==> src/rtl/seven_seg_if.sv <==
// Segment-frame and display-drive bundle between the score path and the scanner.
interface seven_seg_if;
    logic [27:0] frame_in;
    logic        frame_load;
    logic        blank;
    logic [6:0]  seg;
    logic        dp;
    logic [3:0]  an;
    logic        frame_start;

    modport master (
        output frame_in, frame_load, blank,
        input  seg, dp, an, frame_start
    );

    modport slave (
        input  frame_in, frame_load, blank,
        output seg, dp, an, frame_start
    );
endinterface

==> src/rtl/seven_seg_scanner.sv <==
// Time-multiplexed 4-digit common-anode driver with double-buffered, tear-free frame commit.
// Optional leading-zero blanking is enabled by defining SEVEN_SEG_LZB_EN.
module seven_seg_scanner #(
    parameter int unsigned REFRESH_DIV = 100000,
    parameter int unsigned DEAD_CYCLES = 16
) (
    input  logic        clk,
    input  logic        rst_n,
    seven_seg_if.slave  bus
);

    localparam int unsigned PCNT_W  = (REFRESH_DIV > 1) ? $clog2(REFRESH_DIV) : 1;
    localparam int unsigned SEG_W   = 7;
    localparam int unsigned DIG_N   = 4;
    localparam int unsigned FRAME_W = SEG_W * DIG_N;

    localparam logic [FRAME_W-1:0] FRAME_OFF = {FRAME_W{1'b1}};
    localparam logic [SEG_W-1:0]   SEG_OFF   = {SEG_W{1'b1}};
    localparam logic [DIG_N-1:0]   AN_OFF    = {DIG_N{1'b1}};

    // Encoding equals the digit number, so it doubles as the anode bit position.
    typedef enum logic [1:0] {
        DIG0 = 2'd0,
        DIG1 = 2'd1,
        DIG2 = 2'd2,
        DIG3 = 2'd3
    } dig_e;

    dig_e               idx, idx_nxt;
    logic [PCNT_W-1:0]  pcnt;
    logic [FRAME_W-1:0] shadow;
    logic [FRAME_W-1:0] active;
    logic               pending;
    logic               live;
    logic [DIG_N-1:0]   lzb_mask;

    logic               slot_tick_c;
    logic               boundary_c;
    logic               commit_c;
    logic [FRAME_W-1:0] commit_frame_c;
    logic [SEG_W-1:0]   slice_c;
    logic [SEG_W-1:0]   seg_c;
    logic [DIG_N-1:0]   an_c;
    logic               frame_start_c;

    assign slot_tick_c    = (pcnt == PCNT_W'(REFRESH_DIV - 1));
    assign boundary_c     = slot_tick_c && (idx == DIG0);
    assign commit_c       = boundary_c && (bus.frame_load || pending);
    assign commit_frame_c = bus.frame_load ? bus.frame_in : shadow;

    // Slot prescaler
    always_ff @(posedge clk or negedge rst_n) begin
        if (!rst_n) begin
            pcnt <= '0;
        end else if (slot_tick_c) begin
            pcnt <= '0;
        end else begin
            pcnt <= pcnt + PCNT_W'(1);
        end
    end

    // Digit FSM: state register
    always_ff @(posedge clk or negedge rst_n) begin
        if (!rst_n) begin
            idx <= DIG3;
        end else begin
            idx <= idx_nxt;
        end
    end

    // Digit FSM: next state, scanning leftmost to rightmost
    always_comb begin
        idx_nxt = idx;
        if (slot_tick_c) begin
            case (idx)
                DIG3:    idx_nxt = DIG2;
                DIG2:    idx_nxt = DIG1;
                DIG1:    idx_nxt = DIG0;
                DIG0:    idx_nxt = DIG3;
                default: idx_nxt = DIG3;
            endcase
        end
    end

    // Double buffer; a load on the boundary itself bypasses the shadow
    always_ff @(posedge clk or negedge rst_n) begin
        if (!rst_n) begin
            shadow  <= FRAME_OFF;
            active  <= FRAME_OFF;
            pending <= 1'b0;
            live    <= 1'b0;
        end else if (boundary_c) begin
            if (commit_c) begin
                active  <= commit_frame_c;
                pending <= 1'b0;
                live    <= 1'b1;
            end
        end else if (bus.frame_load) begin
            shadow  <= bus.frame_in;
            pending <= 1'b1;
        end
    end

`ifdef SEVEN_SEG_LZB_EN
    // Mask of leading digits showing '0'; digit 0 is never blanked.
    function automatic logic [DIG_N-1:0] lzb_f(input logic [FRAME_W-SEG_W-1:0] f);
        logic [DIG_N-1:0] m;
        m[3] = (f[20:14] == 7'b1000000);
        m[2] = m[3] && (f[13:7] == 7'b1000000);
        m[1] = m[2] && (f[6:0] == 7'b1000000);
        m[0] = 1'b0;
        return m;
    endfunction

    always_ff @(posedge clk or negedge rst_n) begin
        if (!rst_n) begin
            lzb_mask <= '0;
        end else if (commit_c) begin
            lzb_mask <= lzb_f(commit_frame_c[FRAME_W-1:SEG_W]);
        end
    end
`else
    assign lzb_mask = '0;
`endif

    // Digit FSM: output decode
    always_comb begin
        slice_c       = SEG_OFF;
        an_c          = AN_OFF;
        seg_c         = SEG_OFF;
        frame_start_c = (idx == DIG3) && (pcnt == '0);
        case (idx)
            DIG3:    slice_c = active[27:21];
            DIG2:    slice_c = active[20:14];
            DIG1:    slice_c = active[13:7];
            DIG0:    slice_c = active[6:0];
            default: slice_c = SEG_OFF;
        endcase
        // Display stays dark until the first commit after reset.
        if (live && !bus.blank && (pcnt >= PCNT_W'(DEAD_CYCLES)) && !lzb_mask[idx]) begin
            an_c  = ~(DIG_N'(1) << idx);
            seg_c = slice_c;
        end
    end

    // Registered display drive
    always_ff @(posedge clk or negedge rst_n) begin
        if (!rst_n) begin
            bus.seg         <= SEG_OFF;
            bus.dp          <= 1'b1;
            bus.an          <= AN_OFF;
            bus.frame_start <= 1'b0;
        end else begin
            bus.seg         <= seg_c;
            bus.dp          <= 1'b1;
            bus.an          <= an_c;
            bus.frame_start <= frame_start_c;
        end
    end

endmodule

==> src/flat_wrapper.sv <==
// flat-port wrapper written by rule: the top's interface ports become plain ports
module seven_seg_scanner_flat 
#(
    parameter int unsigned REFRESH_DIV = 100000,
    parameter int unsigned DEAD_CYCLES = 16
)
  (clk, rst_n, bus_frame_in, bus_frame_load, bus_blank, bus_seg, bus_dp, bus_an, bus_frame_start);
  seven_seg_if bus_i ();
  input  logic clk;
  input  logic rst_n;
  input wire logic [$bits(bus_i.frame_in)-1:0] bus_frame_in;
  input wire logic [$bits(bus_i.frame_load)-1:0] bus_frame_load;
  input wire logic [$bits(bus_i.blank)-1:0] bus_blank;
  output wire logic [$bits(bus_i.seg)-1:0] bus_seg;
  output wire logic [$bits(bus_i.dp)-1:0] bus_dp;
  output wire logic [$bits(bus_i.an)-1:0] bus_an;
  output wire logic [$bits(bus_i.frame_start)-1:0] bus_frame_start;
  assign bus_i.frame_in = bus_frame_in;
  assign bus_i.frame_load = bus_frame_load;
  assign bus_i.blank = bus_blank;
  assign bus_seg = bus_i.seg;
  assign bus_dp = bus_i.dp;
  assign bus_an = bus_i.an;
  assign bus_frame_start = bus_i.frame_start;
  seven_seg_scanner #(.REFRESH_DIV(REFRESH_DIV), .DEAD_CYCLES(DEAD_CYCLES)) u_core (.clk(clk), .rst_n(rst_n), .bus(bus_i));
endmodule
==> config.mk <==
export PLATFORM = sky130hd
export DESIGN_NAME = seven_seg_scanner_flat
export DESIGN_NICKNAME = d
export VERILOG_FILES = /design/src/rtl/seven_seg_if.sv /design/src/rtl/seven_seg_scanner.sv /design/src/flat_wrapper.sv
export SDC_FILE = /design/constraint.sdc
export NUM_CORES = 1
export LEC_CHECK = 0
export CORE_MARGIN = 3
export CORE_UTILIZATION = 51
export CTS_CLUSTER_SIZE = 10
export DETAILED_ROUTE_END_ITERATION = 10
export PLACE_DENSITY = 0.86
export SLEW_MARGIN = 10
export SYNTH_ARGS = -nofsm -noshare
export SYNTH_HDL_FRONTEND = slang
export SYNTH_SLANG_ARGS = --single-unit
==> constraint.sdc <==
create_clock -name clk -period 1.8 [get_ports clk]
set_input_delay 0.18 -clock clk [delete_from_list [all_inputs] [get_ports clk]]
set_output_delay 0.18 -clock clk [all_outputs]
set_load 0.05 [all_outputs]
== Yosys cells after proc, flatten, opt, wreduce, memory -nomap -nowiden ==
Cells that the tools add are included.

* Bits in read-only memories: 0
* Memories kept: 0
* Word-level logic and storage cells: 44
* Register bits after elaboration: 89
* Bits in latches: 0
* Output and inout bits: 13
* Memory bits (writable): 0

* Bitwise gates (word level): 1
* $mul: 0
* Reductions and logical operators: 14
* Muxes and demuxes: 11
* Equality and inequality tests: 5
* Add/sub/neg operators: 1
* Magnitude comparators: 2
* Shift-type cells: 1
* Div/mod/pow operators: 0

{| class="wikitable"
|+ Operators by type and width
! kind !! number
|-
| 2-to-1 mux 28 bit || 1
|-
| one-hot mux 7 bit (4 select lines) || 1
|-
| adder 17 x 1 -> 17 bit, second input constant || 1
|-
| == test 17 bit, second input constant || 1
|-
| greater-or-equal comparator 17 x 5 -> 1 bit, second input constant || 1
|-
| logical NOT 17 bit || 1
|-
| 2-to-1 mux 17 bit || 1
|-
| one-hot mux 2 bit (4 select lines) || 1
|-
| 2-to-1 mux 7 bit || 1
|-
| logical AND 1 bit || 6
|-
| == test 2 bit, second input constant || 2
|-
| 2-to-1 mux 1 bit || 4
|-
| 2-to-1 mux 4 bit || 1
|-
| inverter 4 bit || 1
|-
| AND reduction 2 bit || 2
|-
| << shifter 1 x 2 -> 4 bit, first input constant || 1
|-
| less-than comparator 2 x 3 -> 1 bit, second input constant || 1
|-
| binary-select mux 1 bit (select 2 bit) || 1
|-
| == test 2 x 1 -> 1 bit, second input constant || 1
|-
| logical NOT 1 bit || 2
|-
| logical NOT 2 bit || 1
|-
| != test 2 bit, second input constant || 1
|-
| nonzero test 2 bit || 1
|-
| logical OR 1 bit || 1
|}

== Depth between registers and ports, before layout ==
Gate-level depths: netlist (run 1).

* Depth in word-level cells: 5
* Depth in mapped cells: 8
* Depth with buffers taken out: 6

== Worst setup path before layout (run 1) ==
No wires, ideal clock.

* Path kind: register to register
* From: reg u_core.pcnt[0]
* To: reg u_core.active[10]
* Arrival: 1.810 ns
* Setup time: 0.085 ns
* Data required time: 1.715 ns
* Buffers on the path: 2
* Cell stages (with the launch flop): 8
* Path slack: -0.094 ns
* Period minus slack after synthesis: 1.894 ns
* Cells stage by stage: dfrtp_1 -> ha_1 -> and4_4 -> nand3_4 -> nor3_2 -> buf_6 -> buf_6 -> mux2_1

* Cells in the longest elaborated chain, start to end: 4

{| class="wikitable"
|+ Ends and longest elaborated chain
! item !! RTL line !! text
|-
| start, declared || seven_seg_scanner.sv:30 || <nowiki>logic [PCNT_W-1:0] pcnt;</nowiki>
|-
| start signal, assigned || seven_seg_scanner.sv:58 || <nowiki>pcnt <= pcnt + PCNT_W'(1);</nowiki>
|-
| == test 17 bit * || seven_seg_scanner.sv:46 || <nowiki>assign slot_tick_c = (pcnt == PCNT_W'(REFRESH_DIV - 1));</nowiki>
|-
| logical AND 1 bit * || seven_seg_scanner.sv:47 || <nowiki>assign boundary_c = slot_tick_c && (idx == DIG0);</nowiki>
|-
| logical AND 1 bit || seven_seg_scanner.sv:48 || <nowiki>assign commit_c = boundary_c && (bus.frame_load || pending);</nowiki>
|-
| AND reduction 2 bit (no source line) * || - ||
|-
| end signal, assigned || seven_seg_scanner.sv:94 || <nowiki>active <= commit_frame_c;</nowiki>
|-
| end, declared || seven_seg_scanner.sv:32 || <nowiki>logic [FRAME_W-1:0] active;</nowiki>
|}

Every way passes the cells marked *; elsewhere a longest branch is shown, timed or not.
A chain may end at the register's enable or synchronous reset.

== Final worst setup path (run 1) ==
* From: reg u_core.pcnt[0]
* To: reg u_core.active[16]

Same word-level chain as after synthesis.

==> run_results.csv, run 1 <==
group,metric,value,unit
route,wl_met1,4.15,mm
worst_setup_path,cp-end-kind,"flop",
logic_synthesis,synth_top_area_cell,"dfstp_2",
global_routing,grt_max_degree,40,
power_and_ir_drop,vdd_drop_max,0.000418,V
clocking,cts_tree,"done",
power_and_ir_drop,p_per_area,745,nW/µm²
place,post-dp-hpwl,6.05,mm
logic_synthesis,yosysSeqAreaShare,54.8,%
route,viasPerCell,5.64,
route,wire_per_inst,19.4,µm
global_routing,grt_pass1_vias,2890,
power_and_ir_drop,p_leak,0.00227,µW
finish,syn2layout_area_growth,28.0,%
worst_hold_path,hold_class,"in2async",
floorplan,die_y,97.0,µm
route,drtPass1Iterations,6,
sta,fin_crit,1880,ps
status,status,"finished, violations left",
logic_synthesis,syn_avg_cell_area,13.7,µm²
sta,fin_ws,-84.2,ps
route,drt_iter0_drc,139,
sta,setup_tns,-1550,ps
logic_synthesis,synth_cell_types,36,
sta,finalHoldViolCount,0,
worst_setup_path,cp_max_fo,6,
route,remaining_drc_errors,0,
clocking,cts-root-buf,"clkbuf_8",
sta,grt_setup_unrepaired,"yes",
finish,final_cell_mix,"69 x dfstp_2, 56 x mux2_4, 35 x buf_4",
clocking,clock-sinks,89,
logic_synthesis,synth_seq_cells,89,
clocking,clkTransAtPathRegs,90,ps
place,gp_congestion,0.880,
floorplan,ios,45,
logic_synthesis,synth_warnings,0,
worst_setup_path,critPathKind,"reg2reg",
global_routing,grt_pass1_wl,14.4,mm
place,placement.io_buffers,43,
clocking,worstSkewPairLatency,360,ps
sta,slew_viol_final,0,
route,wl_met3,499,µm
sta,finClkSkew,8.01,ps
route,routed_wl,9.46,mm
finish,diodes,0,
route,postRouteAntennaNets,0,
clocking,htreeDepth,3,
floorplan,die_w,97.0,µm
global_routing,grt_use_total,19.0,%
finish,final_common_cell,"dfstp_2",
flow_run,cap_viol_max_count,0,
global_routing,grt_antenna_before_repair,0,
clocking,numCtsBuffers,9,
route,top_layer_used,"met4",
finish,nets,419,
logic_synthesis,synthesis.nets,346,
status,violations,"setup timing",
logic_synthesis,yosys-top-cells-area,"dfstp_2 43%, mux2_2 15%, dfrtp_1 12%",
route,met2_length,4.56,mm
logic_synthesis,syn_area,4220,µm²
power_and_ir_drop,power,4030,µW
worst_setup_path,cp_data_arrival_time,2170,ps
floorplan,die_area,9410,µm²
global_routing,grt.overflow.total,0,
clocking,clock_path_buffers,2,
route,vias,2753,
floorplan,fp-row-count,32,
finish,fillers,513,
logic_synthesis,synth_top_area_share,42.9,%
floorplan,start_util,53.6,%
finish,final_layout_size_suffix_gt1_share,59.6,%
logic_synthesis,syn_inst,308,
sta,timing.fmax,0.531,GHz
sta,fin_crit_sh,105,%
sta,setup_violations,28,
worst_setup_path,required,2090,ps
floorplan,core-area,7890,µm²
worst_setup_path,cp-start-kind,"flop",
[cell families (layout without fill, tap and decap cells)]
kind of cell | count (synthesis) | after routing | synth area share (%)
compound gates | 15 | 15 | 2.87
xor+xnor | 15 | 15 | 3.11
fa+ha+maj | 6 | 6 | 1.78
buf+inv | 23 | 101 | 3.44
flops | 89 | 89 | 54.8
mux | 86 | 86 | 24.6
other cells | 1 | 1 | 0.0888
simple gates | 73 | 73 | 9.30
[power breakdown]
| part | switching, µW | internal [µW] |
|---|---|---|
| clock | 725 | 584 |
| combinational | 204 | 286 |
| sequential | 57.6 | 2170 |
| total | 987 | 3040 |
[final cells by class]
class / count / area, µm² / share of cell area [%]
Timing Repair Buffer: 79 / 816 / 15.1
Tap cell: 102 / 128 / 2.36
Clock buffer: 10 / 149 / 2.75
Inverter: 6 / 22.5 / 0.416
Multi-Input combinational cell: 196 / 1940 / 35.9
Sequential cell: 89 / 2310 / 42.8
Clock inverter: 6 / 40.0 / 0.740
[routing by layer]
layer / GRT usage, % / vias to the layer above
li1: - / 1233
met1: 24.4 / 1399
met2: 31.6 / 98
met3: 4.61 / 23
met4: 6.59 / 0
met5: 0 / -
[critical path, cell delays in order (launching register included)]
cell and delay, ps:
dfrtp_1 370, ha_2 190, and4_4 240, nand3_4 130, nor3_4 250, buf_12 170
clkbuf_16 160, mux2_4 300
[timing repair]
item | 4_1_cts | 5_1_grt
buffers inserted | 1 | 3
hold endpoints to repair | 9 | 0
gates resized for setup | 7 | 34
cloned | 0 | 4
hold buffers | 1 | 0
pin swaps | 2 | 6
setup endpoints to repair | 29 | 59
[through the flow]
stage | std cells | setup WS, ps | hold slack (ps) | area (µm²) | util [%]
after floorplan | 308 | -51.5 | -116 | 4260 | -
after global placement | 463 | 34.0 | 166 | 4930 | 62.5
after detailed placement | 463 | -38.0 | 171 | 4930 | 62.5
after CTS | 481 | -35.9 | 331 | 5160 | 65.5
after global routing | 488 | -117 | 365 | 5410 | 68.6
final | 488 | -84.2 | 340 | 5410 | 68.6
[Yosys cell counts, drive strengths merged]
library cell / number
mux2i: 2
inv: 6
nor2b: 1
clkbuf: 8
conb: 1
dfstp: 69
mux2: 84
nor3: 5
nor2: 16
nand2: 21
and4: 2
xnor2: 10
nand3: 10
nor4: 7
and3b: 1
a222oi: 7
or2: 1
nand4: 7
o21ai: 8
and2: 1
xor2: 5
ha: 6
and3: 1
buf: 9
dfrtp: 20
[worst paths after layout]
kind,endpoint,start,cells after the start,slack (ps)
worst max register to register,u_core.active[16]$_DFFE_PN1P_,u_core.pcnt[0]$_DFF_PN0_,7,-80
worst max-delay path,u_core.active[16]$_DFFE_PN1P_,u_core.pcnt[0]$_DFF_PN0_,7,-80
worst min-delay path,u_core.pcnt[5]$_DFF_PN0_,rst_n,2,340
worst min register to register,u_core.live$_DFFE_PN0P_,u_core.live$_DFFE_PN0P_,1,470
min in group clk,u_core.shadow[23]$_DFFE_PN1N_,bus_frame_in[23],2,450
max in group asynchronous,u_core.shadow[23]$_DFFE_PN1N_,rst_n,3,820
[state kept, by name (all words and copies together), names as in the netlist]
register / count
u_core.active: 28
u_core.pending: 1
u_core.bus.an: 4
u_core.shadow: 28
u_core.live: 1
u_core.bus.seg: 7
u_core.pcnt: 17
u_core.idx: 2
u_core.bus.frame_start: 1
No activity file was read; power rests on OpenSTA's default activity.
==> inputs of run 2 (changes only) <==
- RECOVER_POWER: unset -> 100
==> run 2 against run 1 <==
Effect of this change:
- the run still ends with setup timing left
- clock power barely moved
- register-to-register slack barely moved
- combinational power fell by 3%
- global-route usage did not move
- count of clock-buffer cells in the layout did not move
- sequential share of layout area rose by 0.52 points
- largest cell class unchanged
- utilization fell by 0.82 points
- sequential power barely moved
- final area fell by 1.2%
- die area did not move
- via count barely moved
- critical path type unchanged
==> run_results.csv, run 2 (synthesis results as in run 1) <==
group,metric,value,unit
worst_setup_path,rrSetupSlack,-80,ps
worst_setup_path,cp_data_arrival_time,2170,ps
worst_setup_path,r2r_end,"u_core.active[16]$_DFFE_PN1P_",
power_and_ir_drop,vdd_drop_max,0.000415,V
sta,grt_setup_unrepaired,"yes",
finish,nets,419,
worst_setup_path,reg2reg_depth,7,
sta,worstMarginPinSlew,906,ps
finish,top_regs,"u_core.active: 28 flops, u_core.shadow: 28 flops, u_core.pcnt: 17 flops",
floorplan,die_w,97.0,µm
sta,finalHoldViolCount,0,
worst_setup_path,cp-end-kind,"flop",
power_and_ir_drop,p_seq_share,55.6,%
finish,final_cell_mix,"69 x dfstp_2, 56 x mux2_4, 31 x clkdlybuf4s50_1",
sta,setup_tns,-1470,ps
finish,finalInstanceArea,5340,µm²
place,gp_congestion,0.880,
worst_setup_path,critPathKind,"reg2reg",
floorplan,fp-row-count,32,
route,postRouteAntennaNets,0,
sta,slew_viol_final,0,
finish,diodes,0,
place,post-dp-hpwl,6.05,mm
route,remaining_drc_errors,0,
sta,holdWs,455,ps
worst_setup_path,worstReg2RegStart,"u_core.pcnt[0]$_DFF_PN0_",
route,wire_per_inst,19.4,µm
worst_hold_path,min_to,"u_core.shadow[23]$_DFFE_PN1N_",
power_and_ir_drop,clkPwrFrac,32.5,%
global_routing,grt_pass1_vias,2890,
sta,fin_crit,1880,ps
global_routing,grt_max_degree,40,
status,status,"finished, violations left",
status,violations,"setup timing",
finish,final_layout_size_suffix_gt1_share,56.5,%
floorplan,core-area,7890,µm²
worst_setup_path,cp-start-kind,"flop",
flow_run,cap_viol_max_count,0,
finish,syn2layout_area_growth,26.5,%
route,drtPass1Iterations,5,
clocking,clock_path_buffers,2,
place,placement.io_buffers,43,
clocking,clock-sinks,89,
worst_setup_path,required,2090,ps
clocking,htreeDepth,3,
worst_hold_path,hold_path_depth,2,
floorplan,die_area,9410,µm²
global_routing,grt_pass1_wl,14.4,mm
power_and_ir_drop,p_per_area,750,nW/µm²
power_and_ir_drop,intPower,3030,µW
power_and_ir_drop,p_sw_share,24.5,%
worst_setup_path,cp_max_fo,6,
floorplan,ios,45,
sta,setup_violations,28,
route,drt_iter0_drc,154,
route,routed_wl,9.45,mm
place,dpl_cell_area,4930,µm²
global_routing,grt_antenna_before_repair,0,
sta,finClkSkew,7.72,ps
finish,final_common_cell,"dfstp_2",
worst_hold_path,min_from,"bus_frame_in[23]",
sta,fin_ws,-82.8,ps
sta,slew_headroom,39.6,%
clocking,numCtsBuffers,9,
finish,postLayoutCoreUtil,67.7,%
sta,timing.fmax,0.531,GHz
power_and_ir_drop,p_sw,981,µW
clocking,worstSkewPairLatency,360,ps
clocking,cts_tree,"done",
route,viasPerCell,5.64,
worst_hold_path,hold_class,"in2reg",
finish,stdcell_count,488,
sta,fin_crit_sh,105,%
power_and_ir_drop,p_leak,0.00222,µW
clocking,clkTransAtPathRegs,90,ps
clocking,cts-root-buf,"clkbuf_8",
global_routing,grt_use_total,19.0,%
route,vias,2754,
place,placed_cells,463,
global_routing,grt.overflow.total,0,
power_and_ir_drop,combPwrFrac,11.9,%
floorplan,start_util,53.6,%
floorplan,die_y,97.0,µm
[run 2: cell count changes in the layout (fill, tap and decap cells not counted), sizes merged]
cell and change:
buf -16, clkbuf +16
[run 2: worst max-delay path by stage]
stage	from	endpoint	slack, ps	cells after the start
final	u_core.pcnt[0]$_DFF_PN0_	u_core.active[16]$_DFFE_PN1P_	-80	7
after global routing	u_core.pcnt[1]$_DFF_PN0_	u_core.active[16]$_DFFE_PN1P_	-120	7
after detailed placement	u_core.idx[0]$_DFFE_PN1N_	u_core.bus.seg[1]$_DFF_PN1_	-40	7
after floorplan	u_core.pcnt[0]$_DFF_PN0_	u_core.shadow[10]$_DFFE_PN1N_	-50	6
after CTS	u_core.pcnt[8]$_DFF_PN0_	u_core.active[2]$_DFFE_PN1P_	-40	5
after global placement	u_core.idx[0]$_DFFE_PN1N_	u_core.bus.seg[1]$_DFF_PN1_	30	7
[run 2: routing by layer]
metal  up-vias  track usage (%)  routed length [µm]
li1       1232                -                   -
met1      1402             24.4                4150
met2        99             31.6                4570
met3        21             4.61                 513
met4         0             6.59                 220
met5         -                0                   0
[run 2: area by class of cell]
| cell class | instances | area [µm²] |
|---|---|---|
| Timing Repair Buffer | 79 | 751 |
| Sequential cell | 89 | 2310 |
| Fill cell | 531 | 2540 |
| Clock inverter | 6 | 40.0 |
| Clock buffer | 10 | 149 |
| Multi-Input combinational cell | 196 | 1940 |
| Inverter | 6 | 22.5 |
| Tap cell | 102 | 128 |
[run 2: power groups by stage]
stage                     registers (µW)  clock network [µW]  logic [µW]
after CTS                           2220                1330         474
final                               2230                1300         476
after global routing                2240                1430         511
after detailed placement            2260                   0         461
after floorplan                     2270                   0         244
after global placement              2250                   0         448
[run 2: repair_timing]
item	in CTS	in global routing
setup buffers	1	3
hold buffers	1	0
endpoints found under the hold margin	9	0
endpoints found under the setup margin	29	59
pin swaps	2	6
resized for setup	7	34
gates cloned	0	4
[run 2: worst max-delay path, stage by stage (launching register included)]
cell and delay (ps):
dfrtp_1 370, ha_2 190, and4_4 240, nand3_4 130, nor3_4 250, buf_12 170
clkbuf_16 160, mux2_4 300
[run 2: through the flow]
step / setup slack [ps] / power, µW
5_1_grt: -117 / 4180
4_1_cts: -35.9 / 4020
6_report: -82.8 / 4010
3_5_place_dp: -38.0 / 2720
2_1_floorplan: -51.5 / 2520
3_3_place_gp: 34.0 / 2700
==> inputs of run 3 (changes only) <==
- CAP_MARGIN: unset -> 5
- CORE_MARGIN: 3 -> 10
==> run 3 against run 2 <==
Effect of this change:
- the run ends with capacitance limit, slew limit, setup timing left
- first-iteration DRC count grew 18%
- combinational power shrank 3%
- clock skew up 5.8 ps
==> run_results.csv, run 3 (synthesis results as in run 1) <==
group,metric,value,unit
finish,finalInstanceArea,5240,µm²
power_and_ir_drop,p_per_area,762,nW/µm²
route,postRouteAntennaNets,0,
power_and_ir_drop,power,3990,µW
power_and_ir_drop,p_leak,0.00218,µW
route,routed_wl,9.44,mm
worst_setup_path,rrSetupSlack,-60,ps
worst_setup_path,cp_max_fo,5,
floorplan,die_y,111,µm
sta,timing.fmax,0.538,GHz
finish,syn2layout_area_growth,24.0,%
sta,finClkSkew,13.5,ps
global_routing,grt.overflow.total,0,
worst_setup_path,critPathKind,"reg2reg",
route,wire_per_inst,19.3,µm
sta,finalHoldViolCount,0,
sta,setup_violations,27,
worst_hold_path,hold_path_depth,2,
worst_setup_path,crit_buf_inv,2,
flow_run,cap_viol_max_count,1,
clocking,cts_tree,"done",
global_routing,grt_antenna_before_repair,0,
power_and_ir_drop,p_seq_share,55.9,%
sta,fin_crit_sh,103,%
worst_setup_path,cp_slowest_cell,"dfrtp_1",
clocking,htreeDepth,3,
status,violations,"capacitance limit, slew limit, setup timing",
worst_setup_path,required,2080,ps
place,placement.io_buffers,43,
status,status,"finished, violations left",
floorplan,core-area,8130,µm²
power_and_ir_drop,combPwrFrac,11.6,%
finish,top_regs,"u_core.active: 28 flops, u_core.shadow: 28 flops, u_core.pcnt: 17 flops",
floorplan,start_util,51.9,%
clocking,clkTransAtPathRegs,90,ps
finish,stdcell_count,489,
place,dpl_cell_area,4910,µm²
route,drtPass1Iterations,6,
power_and_ir_drop,vdd_drop_max,0.000363,V
sta,grt_setup_unrepaired,"yes",
worst_setup_path,r2r_end,"u_core.active[5]$_DFFE_PN1P_",
sta,slew_viol_final,34,
clocking,clock-sinks,89,
worst_hold_path,hold_class,"in2reg",
sta,fin_crit,1860,ps
power_and_ir_drop,intPower,3030,µW
place,pre_cts_slack,-21.1,ps
clocking,worstSkewPairLatency,360,ps
route,remaining_drc_errors,0,
worst_setup_path,crit_chain,"ha_2 > and4_4 > nand3_4 > nor3_4 > buf_6 > clkbuf_16 > mux2_4",
worst_setup_path,cp-end-kind,"flop",
clocking,numCtsBuffers,9,
worst_setup_path,reg2reg_depth,7,
worst_setup_path,crit_family,"simple AND/OR/NAND/NOR gates",
sta,worstMarginPinSlew,1870,ps
clocking,clock_path_buffers,2,
place,placed_cells,466,
sta,slew_headroom,-24.9,%
finish,final_common_cell,"dfstp_2",
route,drt_iter0_drc,181,
route,vias,2698,
global_routing,grt_pass1_wl,14.5,mm
power_and_ir_drop,p_sw,965,µW
worst_setup_path,slowest_delay,370,ps
place,post-dp-hpwl,6.26,mm
place,gp_congestion,0.935,
worst_setup_path,cp_data_arrival_time,2140,ps
floorplan,ios,45,
worst_hold_path,min_from,"bus_frame_in[21]",
finish,diodes,0,
global_routing,grt_pass1_vias,2843,
floorplan,die_w,111,µm
global_routing,grt_use_total,14.3,%
floorplan,fp-row-count,33,
sta,fin_ws,-60.3,ps
power_and_ir_drop,clkPwrFrac,32.5,%
finish,final_cell_mix,"69 x dfstp_2, 44 x mux2_4, 40 x mux2_2",
power_and_ir_drop,p_sw_share,24.2,%
worst_setup_path,cp-start-kind,"flop",
worst_hold_path,min_to,"u_core.shadow[21]$_DFFE_PN1N_",
clocking,hold_buffers,0,
finish,final_layout_size_suffix_gt1_share,55.7,%
clocking,cts-root-buf,"clkbuf_8",
route,viasPerCell,5.52,
worst_setup_path,worstReg2RegStart,"u_core.pcnt[0]$_DFF_PN0_",
floorplan,die_area,12300,µm²
finish,nets,417,
global_routing,grt_max_degree,42,
finish,postLayoutCoreUtil,64.4,%
[run 3: layout make-up]
| type | count | area, µm² |
|---|---|---|
| inverter | 6 | 22.5 |
| multi-input combinational | 196 | 1880 |
| sequential | 89 | 2310 |
| timing repair buffer | 77 | 698 |
| fill | 546 | 2900 |
| clock buffer | 11 | 153 |
| tap | 105 | 131 |
| clock inverter | 5 | 38.8 |
[run 3: repair_timing]
action	4_1_cts	5_1_grt
pin swaps	0	5
gates cloned	0	3
buffers inserted	0	5
endpoints found under the setup margin	11	51
resized for setup	2	25
[run 3: worst max-delay path by stage]
stage,from,depth (start not counted),end
after CTS,u_core.pcnt[8]$_DFF_PN0_,5,u_core.active[3]$_DFFE_PN1P_
after global routing,u_core.pcnt[0]$_DFF_PN0_,7,u_core.active[10]$_DFFE_PN1P_
after detailed placement,u_core.pcnt[8]$_DFF_PN0_,5,u_core.active[25]$_DFFE_PN1P_
after global placement,u_core.pcnt[8]$_DFF_PN0_,5,u_core.active[24]$_DFFE_PN1P_
final,u_core.pcnt[0]$_DFF_PN0_,7,u_core.active[5]$_DFFE_PN1P_
after floorplan,u_core.pcnt[0]$_DFF_PN0_,6,u_core.shadow[10]$_DFFE_PN1N_
[run 3: per-stage QoR]
step           hold slack, ps  setup TNS (ps)
2_1_floorplan            -116           -1210
3_3_place_gp              456               0
3_5_place_dp              465           -43.7
4_1_cts                  83.4            -115
5_1_grt                   451           -3060
6_report                  456            -753
[run 3: worst register-to-register path, stage by stage (launching register included)]
cell	delay (ps)
dfrtp_1	370
ha_2	180
and4_4	240
nand3_4	120
nor3_4	250
buf_6	170
clkbuf_16	160
mux2_4	300
[run 3: power by group through the flow]
stage	clock network [µW]	registers, µW	logic, µW
4_1_cts	1310	2230	456
3_3_place_gp	0	2250	440
5_1_grt	1420	2240	497
6_report	1300	2230	464
3_5_place_dp	0	2260	452
2_1_floorplan	0	2270	244
[run 3: layer usage]
layer	global-route usage (%)	routed length [µm]	part of all wire [%]	vias up
li1	-	-	-	1229
met3	3.57	528	5.6	15
met5	0	0	0	-
met4	6.25	184	1.9	0
met2	23.0	4660	49	98
met1	17.8	4070	43	1356
